--- src/rtl/mem_stage_if.sv ---
// mem_stage_if: signal bundle around the memory-access stage.
//   EX side     : ex_valid, ex_mem_read, ex_mem_write, ex_reg_write, ex_funct3,
//                 ex_rd, ex_alu_result, ex_store_data (into the stage),
//                 mem_stall (out of the stage)
//   dmem side   : dmem_req, dmem_we, dmem_addr, dmem_be, dmem_wdata (out),
//                 dmem_ready, dmem_rdata (in)
//   WB side     : wb_valid, wb_reg_write, wb_funct3, wb_rd, wb_mem_out,
//                 wb_rd_data, misalign_exc (out)
//   debug       : dbg_state (1 = ACCESS, 0 = IDLE)
//
// Handshakes: an EX instruction transfers on a clock edge where
// ex_valid=1 and mem_stall=0. A dmem request is raised with dmem_req=1 and its
// address/we/be/wdata stay stable until the edge where dmem_ready=1, which
// completes it; dmem_rdata is only meaningful on that edge.
// Modport slave is the stage itself; master is its environment.
interface mem_stage_if #(
   parameter int XLEN = 32
);
   logic            ex_valid;
   logic            ex_mem_read;
   logic            ex_mem_write;
   logic            ex_reg_write;
   logic [2:0]      ex_funct3;
   logic [4:0]      ex_rd;
   logic [XLEN-1:0] ex_alu_result;
   logic [XLEN-1:0] ex_store_data;
   logic            mem_stall;

   logic            dmem_req;
   logic            dmem_we;
   logic [XLEN-1:0] dmem_addr;
   logic [3:0]      dmem_be;
   logic [XLEN-1:0] dmem_wdata;
   logic            dmem_ready;
   logic [XLEN-1:0] dmem_rdata;

   logic            wb_valid;
   logic            wb_reg_write;
   logic [2:0]      wb_funct3;
   logic [4:0]      wb_rd;
   logic [XLEN-1:0] wb_mem_out;
   logic [XLEN-1:0] wb_rd_data;
   logic            misalign_exc;

   logic            dbg_state;

   modport slave (
      input  ex_valid, ex_mem_read, ex_mem_write, ex_reg_write, ex_funct3,
             ex_rd, ex_alu_result, ex_store_data, dmem_ready, dmem_rdata,
      output mem_stall, dmem_req, dmem_we, dmem_addr, dmem_be, dmem_wdata,
             wb_valid, wb_reg_write, wb_funct3, wb_rd, wb_mem_out, wb_rd_data,
             misalign_exc, dbg_state
   );

   modport master (
      output ex_valid, ex_mem_read, ex_mem_write, ex_reg_write, ex_funct3,
             ex_rd, ex_alu_result, ex_store_data, dmem_ready, dmem_rdata,
      input  mem_stall, dmem_req, dmem_we, dmem_addr, dmem_be, dmem_wdata,
             wb_valid, wb_reg_write, wb_funct3, wb_rd, wb_mem_out, wb_rd_data,
             misalign_exc, dbg_state
   );
endinterface

--- src/rtl/mem_stage.sv ---
// mem_stage: RV32I memory-access stage with the MEM/WB pipeline register.
// Ports:
//   clk  - pipeline clock
//   rst  - synchronous active-high reset
//   bus  - mem_stage_if.slave: EX inputs + mem_stall, data-memory req/ready
//          port, MEM/WB outputs, misalign_exc pulse, dbg_state.
// Non-memory instructions retire one cycle after consumption. Aligned loads
// and stores go to ACCESS and wait for dmem_ready; misaligned ones raise a
// one-cycle misalign_exc and never touch memory.
module mem_stage #(
   parameter int XLEN     = 32,
   parameter int ADDR_LSB = 2
) (
   input logic       clk,
   input logic       rst,
   mem_stage_if.slave bus
);

   typedef enum logic {IDLE = 1'b0, ACCESS = 1'b1} state_t;

   state_t          state_q;
   logic            is_load_q;
   logic            reg_write_q;
   logic [2:0]      funct3_q;
   logic [4:0]      rd_q;
   logic [XLEN-1:0] addr_q;

   logic            dmem_req_q;
   logic            dmem_we_q;
   logic [XLEN-1:0] dmem_addr_q;
   logic [3:0]      dmem_be_q;
   logic [XLEN-1:0] dmem_wdata_q;
   logic            wb_valid_q;
   logic            wb_reg_write_q;
   logic [2:0]      wb_funct3_q;
   logic [4:0]      wb_rd_q;
   logic [XLEN-1:0] wb_mem_out_q;
   logic [XLEN-1:0] wb_rd_data_q;
   logic            misalign_q;

   logic            is_mem_d;
   logic            is_load_d;
   logic            misalign_d;
   logic [3:0]      be_d;
   logic [XLEN-1:0] wdata_d;
   logic [1:0]      off_d;

   // A read+write combination is treated as a load.
   assign is_mem_d  = bus.ex_mem_read | bus.ex_mem_write;
   assign is_load_d = bus.ex_mem_read;
   assign off_d     = bus.ex_alu_result[1:0];

   always_comb begin
      misalign_d = 1'b0;
      be_d       = 4'b1111;
      wdata_d    = '0;
      case (bus.ex_funct3[1:0])
         2'b01:   misalign_d = off_d[0];
         2'b10:   misalign_d = |off_d;
         default: misalign_d = 1'b0;
      endcase
      // Store data is replicated across lanes so any lane the byte enables
      // select already carries the right bytes.
      if (!is_load_d) begin
         case (bus.ex_funct3[1:0])
            2'b00: begin
               be_d    = 4'b0001 << off_d;
               wdata_d = {4{bus.ex_store_data[7:0]}};
            end
            2'b01: begin
               be_d    = off_d[1] ? 4'b1100 : 4'b0011;
               wdata_d = {2{bus.ex_store_data[15:0]}};
            end
            default: begin
               be_d    = 4'b1111;
               wdata_d = bus.ex_store_data;
            end
         endcase
      end
   end

   always_ff @(posedge clk) begin
      if (rst) begin
         state_q        <= IDLE;
         is_load_q      <= 1'b0;
         reg_write_q    <= 1'b0;
         funct3_q       <= '0;
         rd_q           <= '0;
         addr_q         <= '0;
         dmem_req_q     <= 1'b0;
         dmem_we_q      <= 1'b0;
         dmem_addr_q    <= '0;
         dmem_be_q      <= '0;
         dmem_wdata_q   <= '0;
         wb_valid_q     <= 1'b0;
         wb_reg_write_q <= 1'b0;
         wb_funct3_q    <= '0;
         wb_rd_q        <= '0;
         wb_mem_out_q   <= '0;
         wb_rd_data_q   <= '0;
         misalign_q     <= 1'b0;
      end else begin
         // Retirement and exception are single-cycle pulses by default.
         wb_valid_q     <= 1'b0;
         wb_reg_write_q <= 1'b0;
         misalign_q     <= 1'b0;
         case (state_q)
            IDLE: begin
               if (bus.ex_valid) begin
                  if (!is_mem_d) begin
                     wb_valid_q     <= 1'b1;
                     wb_reg_write_q <= bus.ex_reg_write & (bus.ex_rd != 5'd0);
                     wb_funct3_q    <= bus.ex_funct3;
                     wb_rd_q        <= bus.ex_rd;
                     wb_rd_data_q   <= bus.ex_alu_result;
                     wb_mem_out_q   <= '0;
                  end else if (misalign_d) begin
                     misalign_q <= 1'b1;
                  end else begin
                     state_q      <= ACCESS;
                     is_load_q    <= is_load_d;
                     reg_write_q  <= bus.ex_reg_write;
                     funct3_q     <= bus.ex_funct3;
                     rd_q         <= bus.ex_rd;
                     addr_q       <= bus.ex_alu_result;
                     dmem_req_q   <= 1'b1;
                     dmem_we_q    <= ~is_load_d;
                     dmem_addr_q  <= {bus.ex_alu_result[XLEN-1:ADDR_LSB], {ADDR_LSB{1'b0}}};
                     dmem_be_q    <= be_d;
                     dmem_wdata_q <= wdata_d;
                  end
               end
            end
            ACCESS: begin
               // Request fields are simply not touched while waiting, so they
               // stay stable until the completing edge.
               if (bus.dmem_ready) begin
                  state_q        <= IDLE;
                  dmem_req_q     <= 1'b0;
                  wb_valid_q     <= 1'b1;
                  wb_funct3_q    <= funct3_q;
                  wb_rd_q        <= rd_q;
                  wb_rd_data_q   <= addr_q;
                  wb_reg_write_q <= is_load_q & reg_write_q & (rd_q != 5'd0);
                  // Addressed byte lands at [7:0]; sign/zero extension is WB's job.
                  wb_mem_out_q   <= is_load_q ? (bus.dmem_rdata >> {addr_q[1:0], 3'b000}) : '0;
               end
            end
            default: state_q <= IDLE;
         endcase
      end
   end

   assign bus.mem_stall    = (state_q == ACCESS);
   assign bus.dbg_state    = (state_q == ACCESS);
   assign bus.dmem_req     = dmem_req_q;
   assign bus.dmem_we      = dmem_we_q;
   assign bus.dmem_addr    = dmem_addr_q;
   assign bus.dmem_be      = dmem_be_q;
   assign bus.dmem_wdata   = dmem_wdata_q;
   assign bus.wb_valid     = wb_valid_q;
   assign bus.wb_reg_write = wb_reg_write_q;
   assign bus.wb_funct3    = wb_funct3_q;
   assign bus.wb_rd        = wb_rd_q;
   assign bus.wb_mem_out   = wb_mem_out_q;
   assign bus.wb_rd_data   = wb_rd_data_q;
   assign bus.misalign_exc = misalign_q;

endmodule

--- src/flat_wrapper.sv ---
// flat-port wrapper written by rule: the top's interface ports become plain ports
module mem_stage_flat 
#(
   parameter int XLEN     = 32,
   parameter int ADDR_LSB = 2
)
  (clk, rst, bus_ex_valid, bus_ex_mem_read, bus_ex_mem_write, bus_ex_reg_write, bus_ex_funct3, bus_ex_rd, bus_ex_alu_result, bus_ex_store_data, bus_dmem_ready, bus_dmem_rdata, bus_mem_stall, bus_dmem_req, bus_dmem_we, bus_dmem_addr, bus_dmem_be, bus_dmem_wdata, bus_wb_valid, bus_wb_reg_write, bus_wb_funct3, bus_wb_rd, bus_wb_mem_out, bus_wb_rd_data, bus_misalign_exc, bus_dbg_state);
  mem_stage_if #(.XLEN(XLEN)) bus_i ();
  input logic clk;
  input logic rst;
  input wire logic [$bits(bus_i.ex_valid)-1:0] bus_ex_valid;
  input wire logic [$bits(bus_i.ex_mem_read)-1:0] bus_ex_mem_read;
  input wire logic [$bits(bus_i.ex_mem_write)-1:0] bus_ex_mem_write;
  input wire logic [$bits(bus_i.ex_reg_write)-1:0] bus_ex_reg_write;
  input wire logic [$bits(bus_i.ex_funct3)-1:0] bus_ex_funct3;
  input wire logic [$bits(bus_i.ex_rd)-1:0] bus_ex_rd;
  input wire logic [$bits(bus_i.ex_alu_result)-1:0] bus_ex_alu_result;
  input wire logic [$bits(bus_i.ex_store_data)-1:0] bus_ex_store_data;
  input wire logic [$bits(bus_i.dmem_ready)-1:0] bus_dmem_ready;
  input wire logic [$bits(bus_i.dmem_rdata)-1:0] bus_dmem_rdata;
  output wire logic [$bits(bus_i.mem_stall)-1:0] bus_mem_stall;
  output wire logic [$bits(bus_i.dmem_req)-1:0] bus_dmem_req;
  output wire logic [$bits(bus_i.dmem_we)-1:0] bus_dmem_we;
  output wire logic [$bits(bus_i.dmem_addr)-1:0] bus_dmem_addr;
  output wire logic [$bits(bus_i.dmem_be)-1:0] bus_dmem_be;
  output wire logic [$bits(bus_i.dmem_wdata)-1:0] bus_dmem_wdata;
  output wire logic [$bits(bus_i.wb_valid)-1:0] bus_wb_valid;
  output wire logic [$bits(bus_i.wb_reg_write)-1:0] bus_wb_reg_write;
  output wire logic [$bits(bus_i.wb_funct3)-1:0] bus_wb_funct3;
  output wire logic [$bits(bus_i.wb_rd)-1:0] bus_wb_rd;
  output wire logic [$bits(bus_i.wb_mem_out)-1:0] bus_wb_mem_out;
  output wire logic [$bits(bus_i.wb_rd_data)-1:0] bus_wb_rd_data;
  output wire logic [$bits(bus_i.misalign_exc)-1:0] bus_misalign_exc;
  output wire logic [$bits(bus_i.dbg_state)-1:0] bus_dbg_state;
  assign bus_i.ex_valid = bus_ex_valid;
  assign bus_i.ex_mem_read = bus_ex_mem_read;
  assign bus_i.ex_mem_write = bus_ex_mem_write;
  assign bus_i.ex_reg_write = bus_ex_reg_write;
  assign bus_i.ex_funct3 = bus_ex_funct3;
  assign bus_i.ex_rd = bus_ex_rd;
  assign bus_i.ex_alu_result = bus_ex_alu_result;
  assign bus_i.ex_store_data = bus_ex_store_data;
  assign bus_i.dmem_ready = bus_dmem_ready;
  assign bus_i.dmem_rdata = bus_dmem_rdata;
  assign bus_mem_stall = bus_i.mem_stall;
  assign bus_dmem_req = bus_i.dmem_req;
  assign bus_dmem_we = bus_i.dmem_we;
  assign bus_dmem_addr = bus_i.dmem_addr;
  assign bus_dmem_be = bus_i.dmem_be;
  assign bus_dmem_wdata = bus_i.dmem_wdata;
  assign bus_wb_valid = bus_i.wb_valid;
  assign bus_wb_reg_write = bus_i.wb_reg_write;
  assign bus_wb_funct3 = bus_i.wb_funct3;
  assign bus_wb_rd = bus_i.wb_rd;
  assign bus_wb_mem_out = bus_i.wb_mem_out;
  assign bus_wb_rd_data = bus_i.wb_rd_data;
  assign bus_misalign_exc = bus_i.misalign_exc;
  assign bus_dbg_state = bus_i.dbg_state;
  mem_stage #(.XLEN(XLEN), .ADDR_LSB(ADDR_LSB)) u_core (.clk(clk), .rst(rst), .bus(bus_i));
endmodule
--- config.mk ---
export PLATFORM = sky130hd
export DESIGN_NAME = mem_stage_flat
export DESIGN_NICKNAME = d
export VERILOG_FILES = /design/src/rtl/mem_stage_if.sv /design/src/rtl/mem_stage.sv /design/src/flat_wrapper.sv
export SDC_FILE = /design/constraint.sdc
export NUM_CORES = 1
export LEC_CHECK = 0
export ABC_AREA = 1
export BUFFER_PORTS_ARGS = -buffer_cell sky130_fd_sc_hd__buf_2
export CORE_ASPECT_RATIO = 1.2
export CORE_UTILIZATION = 47
export CTS_BUF_LIST = sky130_fd_sc_hd__clkbuf_8
export CTS_CLUSTER_DIAMETER = 100
export DETAILED_ROUTE_END_ITERATION = 10
export HOLD_SLACK_MARGIN = 0.12
export PLACE_DENSITY_LB_ADDON = 0.2
export SYNTH_ARGS = -nofsm -noshare
export SYNTH_HDL_FRONTEND = slang
export SYNTH_SLANG_ARGS = --single-unit
--- constraint.sdc ---
create_clock -name clk -period 1.5 [get_ports clk]
set_input_delay 0.3 -clock clk [delete_from_list [all_inputs] [get_ports clk]]
set_output_delay 0.3 -clock clk [all_outputs]
set_load 0.03 [all_outputs]
---- Yosys cells after proc, flatten, opt, wreduce, memory -nomap -nowiden ----
Cells that the tools add are included.
storage, ports and cells
  register bits ........................... 186
  latch bits .............................. 0
  RAM bits ................................ 0
  ROM bits ................................ 0
  input bits .............................. 111
  output and inout bits ................... 147
  logic and storage cells ................. 86
  memories kept ........................... 0
cells by class
  $add $sub $neg .......................... 0
  multiply operators ...................... 0
  div/mod/pow operators ................... 0
  $lt $le $gt $ge ......................... 0
  equal/unequal tests ..................... 7
  shifts and indexed selects .............. 2
  muxes and demuxes ....................... 42
  bitwise gates (word level) .............. 9
  reductions and logical operators ........ 8
operators by type and width
  operator                                                                count
  32-bit 2-to-1 mux                                                       8
  32-bit one-hot mux with 2 select lines                                  3
  32-bit by 5-bit >> shifter with 32-bit output                           1
  1-bit 2-to-1 mux                                                        15
  5-bit 2-to-1 mux                                                        3
  1-bit one-hot mux with 2 select lines                                   5
  5-bit one-hot mux with 2 select lines                                   1
  5-bit nonzero test                                                      2
  3-bit 2-to-1 mux                                                        3
  4-bit 2-to-1 mux                                                        2
  2-bit != test (second input constant)                                   4
  4-bit one-hot mux with 2 select lines                                   1
  4-bit AND reduction                                                     2
  3-bit one-hot mux with 2 select lines                                   1
  1-bit inverter                                                          5
  4-bit OR reduction                                                      1
  1-bit by 2-bit left shift with 4-bit output (first input constant)      1
  1-bit bitwise AND                                                       3
  3-bit AND reduction                                                     1
  2-bit by 1-bit equality test with 1-bit output (second input constant)  1
  2-bit equality test (second input constant)                             1
  2-bit zero test                                                         1
  2-bit by 1-bit != test with 1-bit output (second input constant)        1
  2-bit OR reduction                                                      1
  1-bit bitwise OR                                                        1

---- Longest topological paths before layout ----
  depth after elaboration ................. 6
  mapped depth ............................ 11
  gate-level depth less buffers ........... 9

---- Worst setup path after synthesis ----
OpenSTA, ideal clock, no wires.
  path type ............................... input -> register
  from .................................... input bus_ex_funct3[0]
  to ...................................... register u_core.dmem_wdata_q[10], in the netlist u_core.bus.dmem_wdata[10]
  setup time .............................. 0.113 ns
  data arrival time ....................... 1.437 ns
  data required time ...................... 1.387 ns
  slack ................................... -0.050 ns
  stages on the path ...................... 10
  path buffers ............................ 2
  cell sequence ........................... inv_1 > ha_1 > buf_2 > nor2_2 > inv_2 > clkbuf_1 > o21ai_0 > nor2_1 > nor2_1 > nor2_1
between the ends
  cells in the longest elaborated chain, start to end .. 4
  elaborated cells on any way between the ends .. 8
  those cells by class .................... eq/ne (2); mux (3); bitwise (1); reduce/logical (2)
ends and longest elaborated chain
  element                                                                                RTL line                          RTL
  start: declaration                                                                     flat_wrapper.sv:15                input wire logic [$bits(bus_i.ex_funct3)-1:0] bus_ex_funct3;
  2-bit equality test or 2-bit by 1-bit equality test with 1-bit output (tied branches)  mem_stage.sv:57, mem_stage.sv:65
  1-bit one-hot mux with 2 select lines                                                  mem_stage.sv:57                   case (bus.ex_funct3[1:0])
  1-bit inverter (no line)                                                               --
  4-bit AND reduction (no line)                                                          --
  end signal: assignment                                                                 mem_stage.sv:130                  dmem_wdata_q <= wdata_d;
  end: declaration                                                                       mem_stage.sv:32                   logic [XLEN-1:0] dmem_wdata_q;
Several ways; a longest one is shown, not always the timed one.
A chain may end at the register's enable or synchronous reset.

---- Worst setup path in the final report ----
  from .................................... register u_core.state_q, in the netlist u_core.bus.dbg_state
  to ...................................... register u_core.addr_q[19]
between the ends
  cells in the longest elaborated chain, start to end .. 2
ends and longest elaborated chain
  element                        RTL line          RTL
  start: declaration             mem_stage.sv:21   state_t state_q;
  start signal: assignment       mem_stage.sv:84   state_q <= IDLE;
  start signal: assignment       mem_stage.sv:120  state_q <= ACCESS;
  start signal: assignment       mem_stage.sv:138  state_q <= IDLE;
  1-bit inverter (no line)       --
  4-bit AND reduction (no line)  --
  end signal: assignment         mem_stage.sv:125  addr_q <= bus.ex_alu_result;
  end: declaration               mem_stage.sv:26   logic [XLEN-1:0] addr_q;
Every way passes these cells.

==> metrics.csv <==
stage,metric,value,unit
outcome,status,"finished, final reports clean",
synthesis,number of register bits inferred by synthesis,156,
floorplanning,# rows,49,
run,max capacitance violation total,0,
cts,maximum buffer depth of the clock tree,2,
sta,final setup margin,0.157,ns
grt,Overflow after GRT,0,
synthesis,fraction of synthesized cell area taken by the top area cell type,0.423,
power,PwrDens,1030,nW/um2
place,setup slack after placement,-0.156,ns
final_layout,NumNets Final,1482,
sta,"Min Clock Period, post-route",1.34,ns
cts,CTS sink cnt,156,
final_layout,fillers,1475,
place,port bufs,255,
sta,"Hold Violations, Final",0,
final_layout,most used cells in the layout excluding fill and tap cells,"sky130_fd_sc_hd__nand2_1 (348), sky130_fd_sc_hd__buf_2 (255), sky130_fd_sc_hd__nor2_1 (203), sky130_fd_sc_hd__dfxtp_1 (155), sky130_fd_sc_hd__inv_1 (93)",
synthesis,Mapped Avg Cell Area,6.63,um2
setup_path,cell with the largest stage delay on the worst path,sky130_fd_sc_hd__dfxtp_2,
place,total placed instance area,8820,um2
cts,clock-pin slew of the registers on the worst-case setup and hold paths,0.08,ns
cts,number of setup buffers added after CTS,0,
floorplanning,I/O pin count,258,
grt,largest net degree at the start of global routing,70,
floorplanning,area of the core,15100,um2
route,post-detailed-route wirelength per cell,12.8,um
final_layout,relative area change from synthesis to final layout,29.2,%
grt,number of global-route vias before repair,6884,
sta,number of setup violations in the final report,0,
setup_path,critical path endpoint category,flip-flop,
place,Final HPWL DP,14200,um
setup_path,kind of start point of the critical path,flip-flop,
min_path,class of the tightest hold or removal check,input port to flip-flop,
cts,"Hold-fix buffers, CTS",38,
floorplanning,die extent in x,116,um
grt,number of antenna violations at the first check in global routing,1,
synthesis,leading area contributor after synthesis,sky130_fd_sc_hd__dfxtp_1,
route,Via density,4.72,
synthesis,sequential cell area fraction in the yosys report,0.423,
setup_path,Worst path max stage delay,0.35,ns
route,first-pass iteration count of the detailed router,5,
setup_path,WS Path Type,flip-flop to flip-flop,
route,Detail Route Antenna Nets,0,
synthesis,top cells by area in the synthesized netlist,"sky130_fd_sc_hd__dfxtp_1 (42%), sky130_fd_sc_hd__nand2_1 (18%), sky130_fd_sc_hd__nor2_1 (10%)",
place,Final Wtd Congestion,0.848,
sta,final count of pins violating max slew,0,
sta,highest achievable clock rate,744,MHz
sta,skew final,0.00949,ns
cts,cell at the root of the clock tree,sky130_fd_sc_hd__clkbuf_8,
synthesis,post-synthesis cell type count,25,
grt,wire length of the first global-routing pass,32700,um
route,number of remaining DRC errors,0,
route,wire length reported by the detailed router,20200,um
route,drt initial violations,384,
place,Cells after DPL,1515,
setup_path,crit path max fanout,47,
setup_path,worst path cell trace,"nor2_1, buf_4, nand3_4, buf_12, nand2_1, nand2_1, nor2_1",
sta,Min Hold Slack,0.158,ns
final_layout,post-route cell area,9540,um2
synthesis,cell count after synthesis,1115,
route,vias after detailed routing,7473,
floorplanning,total die area,16200,um2
synthesis,YS warnings,0,
setup_path,"Req. time, crit path",1.87,ns
final_layout,"most common cell after layout, fill and taps aside",sky130_fd_sc_hd__nand2_1,
cts,CTS buffer count,17,
power,maximum VDD drop,0.561,mV
setup_path,data arrival time of the critical path,1.72,ns
final_layout,fraction of final layout cells sized beyond drive strength 1,0.246,
grt,total routing resource utilization after global routing,0.254,
cts,post-cts repair resize count,0,
cts,CTS HTree Levels,4,
power,total power,9.83,mW
sta,unrepaired setup endpoints after global routing,false,
sta,final clock period utilization by the worst path,0.896,
power,leakage power,5.03,nW
cts,clock insertion delay at the later pin of the skew report,0.44,ns
final_layout,non-filler cells in the finished layout,1584,
floorplanning,initial cell density of the core,0.488,
cts,clock tree from TritonCTS,yes,
synthesis,combined area of all synthesized cells,7390,um2
floorplanning,Die Height,139,um
-- sequential cells by signal, indices dropped and copies added (netlist names), 3 cells and up --
register,count
u_core.bus.wb_funct3,3
u_core.addr_q,31
u_core.rd_q,5
u_core.bus.wb_mem_out,32
u_core.bus.wb_rd_data,32
u_core.bus.dmem_wdata,32
u_core.bus.dmem_be,4
u_core.bus.wb_rd,5
u_core.funct3_q,3
-- logic make-up after synthesis --
logic type / after synthesis / synth area share
flip-flops: 156 / 0.423
AND/OR/NAND/NOR: 593 / 0.313
other: 1 / 0.000508
AO/OA/AOI/OAI: 136 / 0.0932
buffers and inverters: 198 / 0.128
multiplexers: 28 / 0.0379
adder cells (fa/ha/maj): 3 / 0.00508
-- final timing paths --
kind	from	endpoint	slack, ns	cells after the start
worst max-delay path	u_core.bus.dbg_state	u_core.addr_q[19]	0.16	7
worst max register to register	u_core.bus.dbg_state	u_core.addr_q[19]	0.16	7
worst min register to register	u_core.bus.dmem_we	u_core.bus.dmem_we	0.45	2
worst min-delay path	bus_dmem_rdata[26]	u_core.bus.wb_mem_out[26]	0.16	3
-- power breakdown --
| group | switching (mW) | total (mW) | internal [mW] |
|---|---|---|---|
| registers | 0.154 | 4.57 | 4.41 |
| clock network | 1.55 | 2.81 | 1.26 |
| logic | 1.58 | 2.45 | 0.870 |
-- worst max-delay path: cells and delay by family, from the launching register on --
| kind | cells | cell delay, ns |
|---|---|---|
| flops | 1 | 0.35 |
| buf+inv | 2 | 0.39 |
| simple gates | 5 | 0.52 |
-- cell type report --
class	count	area (um2)	share of cell area
Antenna cell	1	2.50	0.000262
Clock buffer	20	275	0.0288
Clock inverter	10	67.6	0.00708
Inverter	101	379	0.0397
Multi-Input combinational cell	762	3340	0.350
Sequential cell	156	3120	0.327
Tap cell	204	255	0.0267
Timing Repair Buffer	330	2100	0.220
-- routing by layer --
layer,up-vias,routed length [um],GRT usage
met5,-,0,0
met2,217,9980,0.435
met1,3328,8650,0.298
li1,3895,-,-
met4,0,457,0.104
met3,33,1160,0.0623
-- per-stage QoR --
step	TNS, ns	utilization
5_1_grt	0	0.630
2_1_floorplan	-0.0606	-
3_5_place_dp	-8.75	0.582
4_1_cts	0	0.630
3_3_place_gp	-6.15	0.582
6_report	0	0.630
-- synth_stat cells --
master and instances:
sky130_fd_sc_hd__a21o_1 3, sky130_fd_sc_hd__a21oi_1 15, sky130_fd_sc_hd__buf_1 2, sky130_fd_sc_hd__buf_2 29
sky130_fd_sc_hd__buf_4 42, sky130_fd_sc_hd__buf_6 1, sky130_fd_sc_hd__clkbuf_1 23, sky130_fd_sc_hd__conb_1 1
sky130_fd_sc_hd__dfxtp_1 156, sky130_fd_sc_hd__ha_1 3, sky130_fd_sc_hd__inv_1 93, sky130_fd_sc_hd__inv_2 8
sky130_fd_sc_hd__mux2i_1 28, sky130_fd_sc_hd__nand2_1 349, sky130_fd_sc_hd__nand2_2 2, sky130_fd_sc_hd__nand3_1 23
sky130_fd_sc_hd__nand3_2 1, sky130_fd_sc_hd__nand3b_1 1, sky130_fd_sc_hd__nand4_1 9, sky130_fd_sc_hd__nand4_2 1
sky130_fd_sc_hd__nor2_1 203, sky130_fd_sc_hd__nor2_2 3, sky130_fd_sc_hd__nor3_1 1, sky130_fd_sc_hd__o21ai_0 47
sky130_fd_sc_hd__o21ai_1 71
No activity file was read; power rests on OpenSTA's default activity.
